`src/rtl/branch_resolve_if.sv`:
```
// rtl/branch_resolve_if.sv - ALU-compare-to-redirect handshake bundle for branch_resolve
interface branch_resolve_if #(
  parameter int WIDTH = 32,
  parameter int CNT_W = 16
);
  logic             in_valid;
  logic             in_ready;
  logic [2:0]       br_op;
  logic [WIDTH-1:0] alu_s;
  logic             alu_z;
  logic             alu_v;
  logic             alu_n;
  logic [WIDTH-1:0] pc_plus4;
  logic [15:0]      imm;
  logic             pred_taken;
  logic             flush;
  logic             out_valid;
  logic             out_ready;
  logic             taken;
  logic [WIDTH-1:0] target;
  logic             mispredict;
  logic             illegal;
  logic             ovf;
  logic [CNT_W-1:0] cnt_branches;
  logic [CNT_W-1:0] cnt_mispred;

  modport master (
    output in_valid, br_op, alu_s, alu_z, alu_v, alu_n, pc_plus4, imm, pred_taken,
    output flush, out_ready,
    input  in_ready, out_valid, taken, target, mispredict, illegal, ovf,
    input  cnt_branches, cnt_mispred
  );

  modport slave (
    input  in_valid, br_op, alu_s, alu_z, alu_v, alu_n, pc_plus4, imm, pred_taken,
    input  flush, out_ready,
    output in_ready, out_valid, taken, target, mispredict, illegal, ovf,
    output cnt_branches, cnt_mispred
  );
endinterface

```
`src/rtl/branch_resolve.sv`:
```
// rtl/branch_resolve.sv - branch direction/target resolver with 2-entry skid buffer and stats
module branch_resolve #(
  parameter int WIDTH = 32,
  parameter int CNT_W = 16
) (
  input  logic           clk,
  input  logic           reset,
  branch_resolve_if.slave bus
);

  typedef struct packed {
    logic             taken;
    logic             illegal;
    logic             mispredict;
    logic             ovf;
    logic [WIDTH-1:0] target;
  } entry_t;

  localparam logic [CNT_W-1:0] CNT_MAX = '1;

  entry_t           res;
  entry_t           e0;
  entry_t           e1;
  logic             v0;
  logic             v1;
  logic             accept;
  logic             drain;
  logic [WIDTH-1:0] offset;
  logic [CNT_W-1:0] cnt_br_q;
  logic [CNT_W-1:0] cnt_mp_q;

  // Word offset sign-extended to byte offset; wrap past 2^WIDTH is intentional.
  assign offset = {{(WIDTH-18){bus.imm[15]}}, bus.imm, 2'b00};

  always_comb begin
    res         = '0;
    res.ovf     = bus.alu_v;
    case (bus.br_op)
      3'd0:    res.taken = bus.alu_s[0];
      3'd1:    res.taken = ~bus.alu_s[0];
      3'd2:    res.taken = bus.alu_n | bus.alu_z;
      3'd3:    res.taken = ~(bus.alu_n | bus.alu_z);
      3'd4:    res.taken = bus.alu_n;
      3'd5:    res.taken = ~bus.alu_n;
      default: res.illegal = 1'b1;
    endcase
    res.target     = res.taken ? bus.pc_plus4 + offset : bus.pc_plus4;
    res.mispredict = res.illegal | (res.taken != bus.pred_taken);
  end

  // in_ready depends only on skid occupancy, so no path from out_ready.
  assign accept = bus.in_valid & ~v1 & ~bus.flush;
  assign drain  = v0 & bus.out_ready;

  always_ff @(posedge clk) begin
    if (reset) begin
      v0       <= 1'b0;
      v1       <= 1'b0;
      e0       <= '0;
      e1       <= '0;
      cnt_br_q <= '0;
      cnt_mp_q <= '0;
    end else begin
      if (drain) begin
        if (cnt_br_q != CNT_MAX) cnt_br_q <= cnt_br_q + 1'b1;
        if (e0.mispredict && cnt_mp_q != CNT_MAX) cnt_mp_q <= cnt_mp_q + 1'b1;
      end
      if (bus.flush) begin
        v0 <= 1'b0;
        v1 <= 1'b0;
      end else begin
        if (drain) begin
          v0 <= v1;
          e0 <= e1;
          v1 <= 1'b0;
        end
        if (accept) begin
          if (!v0 || drain) begin
            e0 <= res;
            v0 <= 1'b1;
          end else begin
            e1 <= res;
            v1 <= 1'b1;
          end
        end
      end
    end
  end

  assign bus.in_ready     = ~v1;
  assign bus.out_valid    = v0;
  assign bus.taken        = e0.taken;
  assign bus.target       = e0.target;
  assign bus.mispredict   = e0.mispredict;
  assign bus.illegal      = e0.illegal;
  assign bus.ovf          = e0.ovf;
  assign bus.cnt_branches = cnt_br_q;
  assign bus.cnt_mispred  = cnt_mp_q;

endmodule
```
`src/flat_wrapper.sv`:
```
// flat-port wrapper written by rule: the top's interface ports become plain ports
module branch_resolve_flat 
#(
  parameter int WIDTH = 32,
  parameter int CNT_W = 16
)
  (clk, reset, bus_in_valid, bus_br_op, bus_alu_s, bus_alu_z, bus_alu_v, bus_alu_n, bus_pc_plus4, bus_imm, bus_pred_taken, bus_flush, bus_out_ready, bus_in_ready, bus_out_valid, bus_taken, bus_target, bus_mispredict, bus_illegal, bus_ovf, bus_cnt_branches, bus_cnt_mispred);
  branch_resolve_if #(.WIDTH(WIDTH), .CNT_W(CNT_W)) bus_i ();
  input  logic clk;
  input  logic reset;
  input wire logic [$bits(bus_i.in_valid)-1:0] bus_in_valid;
  input wire logic [$bits(bus_i.br_op)-1:0] bus_br_op;
  input wire logic [$bits(bus_i.alu_s)-1:0] bus_alu_s;
  input wire logic [$bits(bus_i.alu_z)-1:0] bus_alu_z;
  input wire logic [$bits(bus_i.alu_v)-1:0] bus_alu_v;
  input wire logic [$bits(bus_i.alu_n)-1:0] bus_alu_n;
  input wire logic [$bits(bus_i.pc_plus4)-1:0] bus_pc_plus4;
  input wire logic [$bits(bus_i.imm)-1:0] bus_imm;
  input wire logic [$bits(bus_i.pred_taken)-1:0] bus_pred_taken;
  input wire logic [$bits(bus_i.flush)-1:0] bus_flush;
  input wire logic [$bits(bus_i.out_ready)-1:0] bus_out_ready;
  output wire logic [$bits(bus_i.in_ready)-1:0] bus_in_ready;
  output wire logic [$bits(bus_i.out_valid)-1:0] bus_out_valid;
  output wire logic [$bits(bus_i.taken)-1:0] bus_taken;
  output wire logic [$bits(bus_i.target)-1:0] bus_target;
  output wire logic [$bits(bus_i.mispredict)-1:0] bus_mispredict;
  output wire logic [$bits(bus_i.illegal)-1:0] bus_illegal;
  output wire logic [$bits(bus_i.ovf)-1:0] bus_ovf;
  output wire logic [$bits(bus_i.cnt_branches)-1:0] bus_cnt_branches;
  output wire logic [$bits(bus_i.cnt_mispred)-1:0] bus_cnt_mispred;
  assign bus_i.in_valid = bus_in_valid;
  assign bus_i.br_op = bus_br_op;
  assign bus_i.alu_s = bus_alu_s;
  assign bus_i.alu_z = bus_alu_z;
  assign bus_i.alu_v = bus_alu_v;
  assign bus_i.alu_n = bus_alu_n;
  assign bus_i.pc_plus4 = bus_pc_plus4;
  assign bus_i.imm = bus_imm;
  assign bus_i.pred_taken = bus_pred_taken;
  assign bus_i.flush = bus_flush;
  assign bus_i.out_ready = bus_out_ready;
  assign bus_in_ready = bus_i.in_ready;
  assign bus_out_valid = bus_i.out_valid;
  assign bus_taken = bus_i.taken;
  assign bus_target = bus_i.target;
  assign bus_mispredict = bus_i.mispredict;
  assign bus_illegal = bus_i.illegal;
  assign bus_ovf = bus_i.ovf;
  assign bus_cnt_branches = bus_i.cnt_branches;
  assign bus_cnt_mispred = bus_i.cnt_mispred;
  branch_resolve #(.WIDTH(WIDTH), .CNT_W(CNT_W)) u_core (.clk(clk), .reset(reset), .bus(bus_i));
endmodule
```
`config.mk`:
```
export PLATFORM = sky130hd
export DESIGN_NAME = branch_resolve_flat
export DESIGN_NICKNAME = d
export VERILOG_FILES = /design/src/rtl/branch_resolve_if.sv /design/src/rtl/branch_resolve.sv /design/src/flat_wrapper.sv
export SDC_FILE = /design/constraint.sdc
export NUM_CORES = 1
export LEC_CHECK = 0
export CAP_MARGIN = 20
export CORE_UTILIZATION = 41
export DETAILED_ROUTE_END_ITERATION = 8
export PLACE_DENSITY = 0.81
export SLEW_MARGIN = 20
export SYNTH_ARGS = -nofsm -noshare
export SYNTH_HDL_FRONTEND = slang
export SYNTH_SLANG_ARGS = --single-unit
```
`constraint.sdc`:
```
create_clock -name clk -period 3 [get_ports clk]
set_clock_uncertainty 0.15 [all_clocks]
set_input_delay 0.6 -clock clk [delete_from_list [all_inputs] [get_ports clk]]
set_output_delay 0.6 -clock clk [all_outputs]
set_load 0.01 [all_outputs]
```
==> run_results.csv, run 1 <==
group,metric,value,unit
routing,vias,6997,
pwr,ir_drop,0.306,mV
layout,final_cell_area,9700,um2
routing,wl_per_cell,16.6,um
die,fp.coreArea,15300,um2
routing,route.detailed.drc,0,
global_routing,grt_pass1_vias,6384,
yosys,yosys-top-cells-count,"nor2_1, dfxtp_1, nand2_1",
routing,wl,20900,um
pwr,power-per-cell-area,404,nW/um2
die,die_x,127,um
place,dp_hpwl,13700,um
layout,fin_util,0.636,
yosys,syn-num-nets,933,
clocking,clkTransAtPathRegs,80,ps
worst_setup_path,slowest_stage,"a21oi_2",
layout,fillers,1202,
timing,period_minus_slack,2970,ps
place,io_buffer_count,130,
place,gp_congestion,0.910,
worst_setup_path,startpoint_type,"input pin",
yosys,netlist_top_cells_area,"dfxtp_1, nor2_1, nand2_1, ha_1, a21oi_1",
routing,ant_nets,0,
place,placed_cell_area,8890,um2
layout,area_growth,51.0,%
yosys,synth_cells,809,
clocking,cts.path.max_buffers,2,
routing,first_iter_violations,572,
yosys,ys_ff_latch,106,
timing,slew_headroom,0.541,
yosys,yosysTopAreaCell,"dfxtp_1",
layout,layout-drive-gt1-share,0.242,
timing,drv_slew,0,
clocking,cts_made_buffers,9,
routing,dr.pass1.iters,5,
worst_setup_path,crit_arrival,3040,ps
yosys,ys_types,68,
run_status,status,"finished, final reports clean",
worst_hold_path,hold_path_class,"register to register",
worst_setup_path,path_cells,"clkdlybuf4s15_1, ha_4, and4_4, and2_4, a211oi_4, buf_6, o211ai_1, a21oi_2, nor2_1, a31oi_1, xor2_1, a311oi_1",
timing,fin_crit_sh,0.992,
worst_setup_path,r2r-end,"u_core.bus.cnt_branches[14]",
run,drv_cap,0,
layout,instances_no_fill,1254,
worst_setup_path,worst-setup-path-type,"input pin to register",
timing,setup_tns,0,ps
clocking,cts-root-buf,"clkbuf_16",
worst_setup_path,critPathMaxStageDelay,310,ps
worst_setup_path,critPathRequiredTime,3060,ps
routing,vias_per_cell,5.58,
pwr,leakage,3.84,nW
global_routing,grt_pass1_wl,31400,um
layout,fin_nets,1162,
yosys,yosys_warnings,0,
die,die_height,127,um
worst_setup_path,endpoint,"u_core.bus.target[25]",
yosys,synth-edff-count,0,
layout,antennaDiodeCount,0,
global_routing,overflow,0,
yosys,synth_flop_cell,"dfxtp_1",
die,start_util,0.421,
worst_setup_path,end_kind,"register",
clocking,cts_tree,"done",
global_routing,grt.total_usage,0.244,
worst_setup_path,path_depth,12,
worst_setup_path,cp_max_fo,4,
worst_setup_path,crit_buf_inv,2,
yosys,yosysTopAreaCellShare,0.330,
global_routing,grt_max_degree,59,
timing,hold_violations,0,
worst_setup_path,critPathTopFamily,"compound AO/OA/AOI/OAI gates",
clocking,clock_sinks,106,
place,dp_cells,1231,
die,die_area,16200,um2
yosys,post-synth-top-count-cell,"nor2_1",
die,ios,162,
yosys,synth.avg_cell_area,7.94,um2
yosys,syn_area,6430,um2
worst_setup_path,reg2reg_depth,9,
worst_hold_path,holdPathStages,2,
clocking,hold_buffers,0,
worst_setup_path,r2r-start,"u_core.bus.cnt_branches[4]",
timing,finalSetupViolations,0,
timing,clock.fmax,336,MHz
clocking,clock_latency,360,ps
clocking,htree_levels,3,
worst_setup_path,r2r_slack,640,ps
yosys,seq_area_frac_synth,0.330,
global_routing,antenna_found_initial,0,
yosys,synthArstFlopShare,0,
die,rows,45,
pwr,power,3.91,mW
timing,worst-slew-pin-transition,689,ps
worst_setup_path,cp-startpoint,"bus_pc_plus4[9]",
[per-stage QoR]
step                      setup WS [ps]  hold slack, ps
final                              25.3             310
after global routing              -58.0             329
after CTS                          1.13             309
after detailed placement           -592             297
after global placement             -547             291
after floorplan                    16.4             282
[state kept, by name, indices dropped and copies added (netlist names)]
register and cells:
u_core.bus.taken 1, u_core.bus.out_valid 1, u_core.e1 36, u_core.bus.mispredict 1, u_core.v1 1, u_core.bus.cnt_branches 16
u_core.bus.cnt_mispred 16, u_core.bus.ovf 1, u_core.bus.target 32, u_core.bus.illegal 1
[tightest hold or removal path: cells and delay by family, from the launching register on]
kind            cells  cell delay [ps]
flops               1              310
compound gates      1               50
simple gates        1               50
[layout make-up]
type / count / area, um2 / area share
Clock buffer: 9 / 225 / 0.0232
Clock inverter: 7 / 78.8 / 0.00813
Inverter: 7 / 26.3 / 0.00271
Multi-Input combinational cell: 642 / 4520 / 0.466
Sequential cell: 106 / 2120 / 0.219
Tap cell: 211 / 264 / 0.0272
Timing Repair Buffer: 272 / 2470 / 0.254
[layout by cell type (no fill, tap or decap), types with 5 or more instances in the layout]
cell type,netlist,layout
o21ai_1,6,6
or3_1,8,8
dlygate4sd2_1,0,12
inv_1,7,7
o21ai_2,2,5
ha_1,31,13
buf_12,0,7
a21oi_1,69,60
and3_1,15,15
o21ai_0,23,20
dfxtp_1,106,106
a211oi_1,38,34
dlymetal6s2s_1,0,15
nor2_1,113,108
xor2_1,24,22
a21oi_2,1,8
nor3_1,15,14
nand4_1,8,8
a311oi_1,8,7
clkbuf_16,0,9
xnor2_1,24,23
a31oi_1,5,5
o22ai_1,7,6
nor2b_1,7,7
clkdlybuf4s50_1,0,96
a31o_2,7,7
nand3_1,24,24
a21o_1,18,18
buf_4,2,134
ha_4,0,17
mux2i_1,18,18
nand2_1,104,104
[per-layer routing]
| layer | track usage | vias up | routed length, um |
|---|---|---|---|
| met1 | 0.302 | 3270 | 8700 |
| met4 | 0.119 | 0 | 966 |
| met5 | 0 | - | 0 |
| li1 | - | 3351 | - |
| met2 | 0.410 | 303 | 9860 |
| met3 | 0.0410 | 73 | 1320 |
[power breakdown]
| group | internal (mW) | switching (mW) | leakage, nW |
|---|---|---|---|
| Sequential | 1.45 | 0.0267 | 0.861 |
| Clock | 0.597 | 0.624 | 0.149 |
| Combinational | 0.606 | 0.611 | 2.83 |
| Total | 2.65 | 1.26 | 3.84 |
[how the worst min path moves through the flow]
stage / startpoint / end / slack [ps]
final: u_core.e1[4] / u_core.e1[4] / 310
after CTS: u_core.e1[34] / u_core.e1[34] / 310
after global placement: u_core.e1[16] / u_core.e1[16] / 290
after floorplan: u_core.e1[26] / u_core.e1[26] / 280
after global routing: u_core.e1[26] / u_core.e1[26] / 330
after detailed placement: u_core.e1[34] / u_core.e1[34] / 300
[logic make-up after synthesis]
group | synth area share
simple gates | 0.233
compound gates | 0.238
flops | 0.330
buf+inv | 0.0389
xor+xnor | 0.0680
fa+ha+maj | 0.0635
mux | 0.0280
[timing repair]
| item | CTS | global route |
|---|---|---|
| resized for setup | 60 | 48 |
| buffers inserted | 3 | 4 |
| endpoints found under the setup margin | 38 | 33 |
| gates cloned | 0 | 0 |
| pin swaps | 32 | 39 |
Power figures use the tool's default switching activity.
==> run 2: changes to the inputs <==
CORE_UTILIZATION = 45   (was 41)
PLACE_DENSITY = 0.87   (was 0.81)
==> run_results.csv, run 2 (synthesized netlist as in run 1, its figures left out) <==
group,metric,value,unit
worst_setup_path,r2r_slack,630,ps
die,die_x,122,um
clocking,clkTransAtPathRegs,80,ps
clocking,clock_latency,370,ps
timing,clock.fmax,325,MHz
routing,vias,7229,
die,fp.coreArea,13900,um2
run_status,violations,"negative setup slack",
worst_setup_path,r2r-start,"u_core.bus.cnt_branches[4]",
layout,regMostFlops,"u_core.e1",
die,start_util,0.463,
place,gp_congestion,0.932,
clocking,cts_tree,"done",
worst_setup_path,path_cells,"clkdlybuf4s50_1, ha_4, and2_4, a211oi_4, buf_6, o211ai_1, a21oi_2, nor2_1, a31oi_1, xor2_1, a311oi_1",
clocking,cts.path.max_buffers,2,
layout,largest_register_ffs,36,
routing,dr.pass1.iters,5,
global_routing,grt_max_degree,58,
layout,fin_util,0.691,
worst_hold_path,min-delay-start,"u_core.e1[1]",
worst_setup_path,end_kind,"register",
place,io_buffer_count,130,
routing,wl_per_cell,17.8,um
timing,finalSetupViolations,5,
timing,fin_crit_sh,1.03,
timing,hold_slack,312,ps
run_status,status,"finished, violations left",
clocking,cts-root-buf,"clkbuf_16",
die,rows,43,
clocking,cts_made_buffers,9,
die,die_area,14800,um2
pwr,leakage,3.86,nW
layout,layout-drive-gt1-share,0.236,
timing,period_minus_slack,3080,ps
layout,register_area,2120,um2
global_routing,antenna_found_initial,1,
layout,final_common_cell,"buf_4",
die,die_height,122,um
worst_setup_path,critPathRequiredTime,3070,ps
worst_setup_path,worst-setup-path-type,"input pin to register",
layout,fillers,1024,
timing,rsz0062_at_grt,"yes",
routing,wl,21800,um
run,drv_cap,0,
worst_setup_path,slowest_stage,"clkdlybuf4s50_1",
layout,fin_nets,1163,
pwr,power-per-cell-area,412,nW/um2
worst_setup_path,crit_buf_inv,2,
global_routing,grt.total_usage,0.275,
worst_hold_path,hold_path_class,"register to register",
timing,fin_ws,-76.9,ps
layout,area_growth,49.3,%
worst_setup_path,critPathMaxStageDelay,560,ps
layout,final_cell_mix,"buf_4, nor2_1, dfxtp_1",
global_routing,overflow,0,
global_routing,grt_pass1_vias,6747,
worst_setup_path,cp_max_fo,4,
timing,worst-slew-pin-transition,637,ps
routing,vias_per_cell,5.90,
routing,ant_nets,0,
worst_setup_path,critPathTopFamily,"compound AO/OA/AOI/OAI gates",
routing,route.detailed.drc,0,
place,dp_hpwl,13700,um
layout,multi_input_area,4440,um2
pwr,ir_drop,0.283,mV
clocking,clock_sinks,106,
global_routing,grt_pass1_wl,32300,um
worst_setup_path,startpoint_type,"input pin",
routing,first_iter_violations,694,
timing,slew_headroom,0.575,
timing,hold_violations,0,
worst_setup_path,cp-startpoint,"bus_imm[4]",
clocking,hold_buffers,0,
clocking,htree_levels,3,
worst_setup_path,crit_arrival,3140,ps
die,ios,162,
timing,drv_slew,0,
[run 2: timing repair]
| action | 4_1_cts | 5_1_grt |
|---|---|---|
| setup buffers | 2 | 11 |
| resized for setup | 41 | 61 |
| pin swaps | 24 | 36 |
| endpoints found under the hold margin | 0 | 0 |
| setup endpoints to repair | 37 | 35 |
[run 2: final cells by class]
| type | count | share of cell area |
|---|---|---|
| Sequential cell | 106 | 0.221 |
| Timing Repair Buffer | 273 | 0.257 |
| Multi-Input combinational cell | 642 | 0.463 |
| Antenna cell | 1 | 0.000261 |
| Clock inverter | 7 | 0.00874 |
| Clock buffer | 9 | 0.0235 |
| Tap cell | 180 | 0.0235 |
| Inverter | 7 | 0.00274 |
[run 2: layer usage]
metal,share of wire,track usage,vias to the layer above,routed length [um]
met5,0,0,-,0
met4,0.051,0.116,0,1120
met3,0.071,0.0489,110,1540
met2,0.48,0.465,371,10500
met1,0.40,0.341,3398,8630
li1,-,-,3350,-
[run 2: final timing paths]
path                                     end  cells after the start
setup / recovery       u_core.bus.target[25]                     11
setup reg to reg  u_core.bus.cnt_branches[8]                      8
hold reg to reg                 u_core.e1[1]                      2
hold / removal                  u_core.e1[1]                      2
[run 2: tightest hold or removal path, stage by stage (launching register included)]
cell and delay, ps:
dfxtp_1 320, nand2_1 50, a21oi_1 50
[run 2: per-stage QoR]
stage          setup slack (ps)  area [um2]  power, mW  instances  TNS, ps
2_1_floorplan              16.4        6450       2.06        809        0
3_3_place_gp               -534        8790       2.53       1195   -16190
3_5_place_dp               -564        8790       2.55       1195   -17980
4_1_cts                    5.38        9280       3.83       1213        0
5_1_grt                    -132        9590       4.10       1225     -811
6_report                  -76.9        9590       3.95       1225     -218
[run 2: power breakdown]
part / leakage (nW) / switching [mW] / total (mW) / internal (mW)
logic: 2.84 / 0.624 / 1.23 / 0.606
clock network: 0.152 / 0.641 / 1.25 / 0.607
registers: 0.861 / 0.0265 / 1.48 / 1.45
total: 3.86 / 1.29 / 3.95 / 2.66
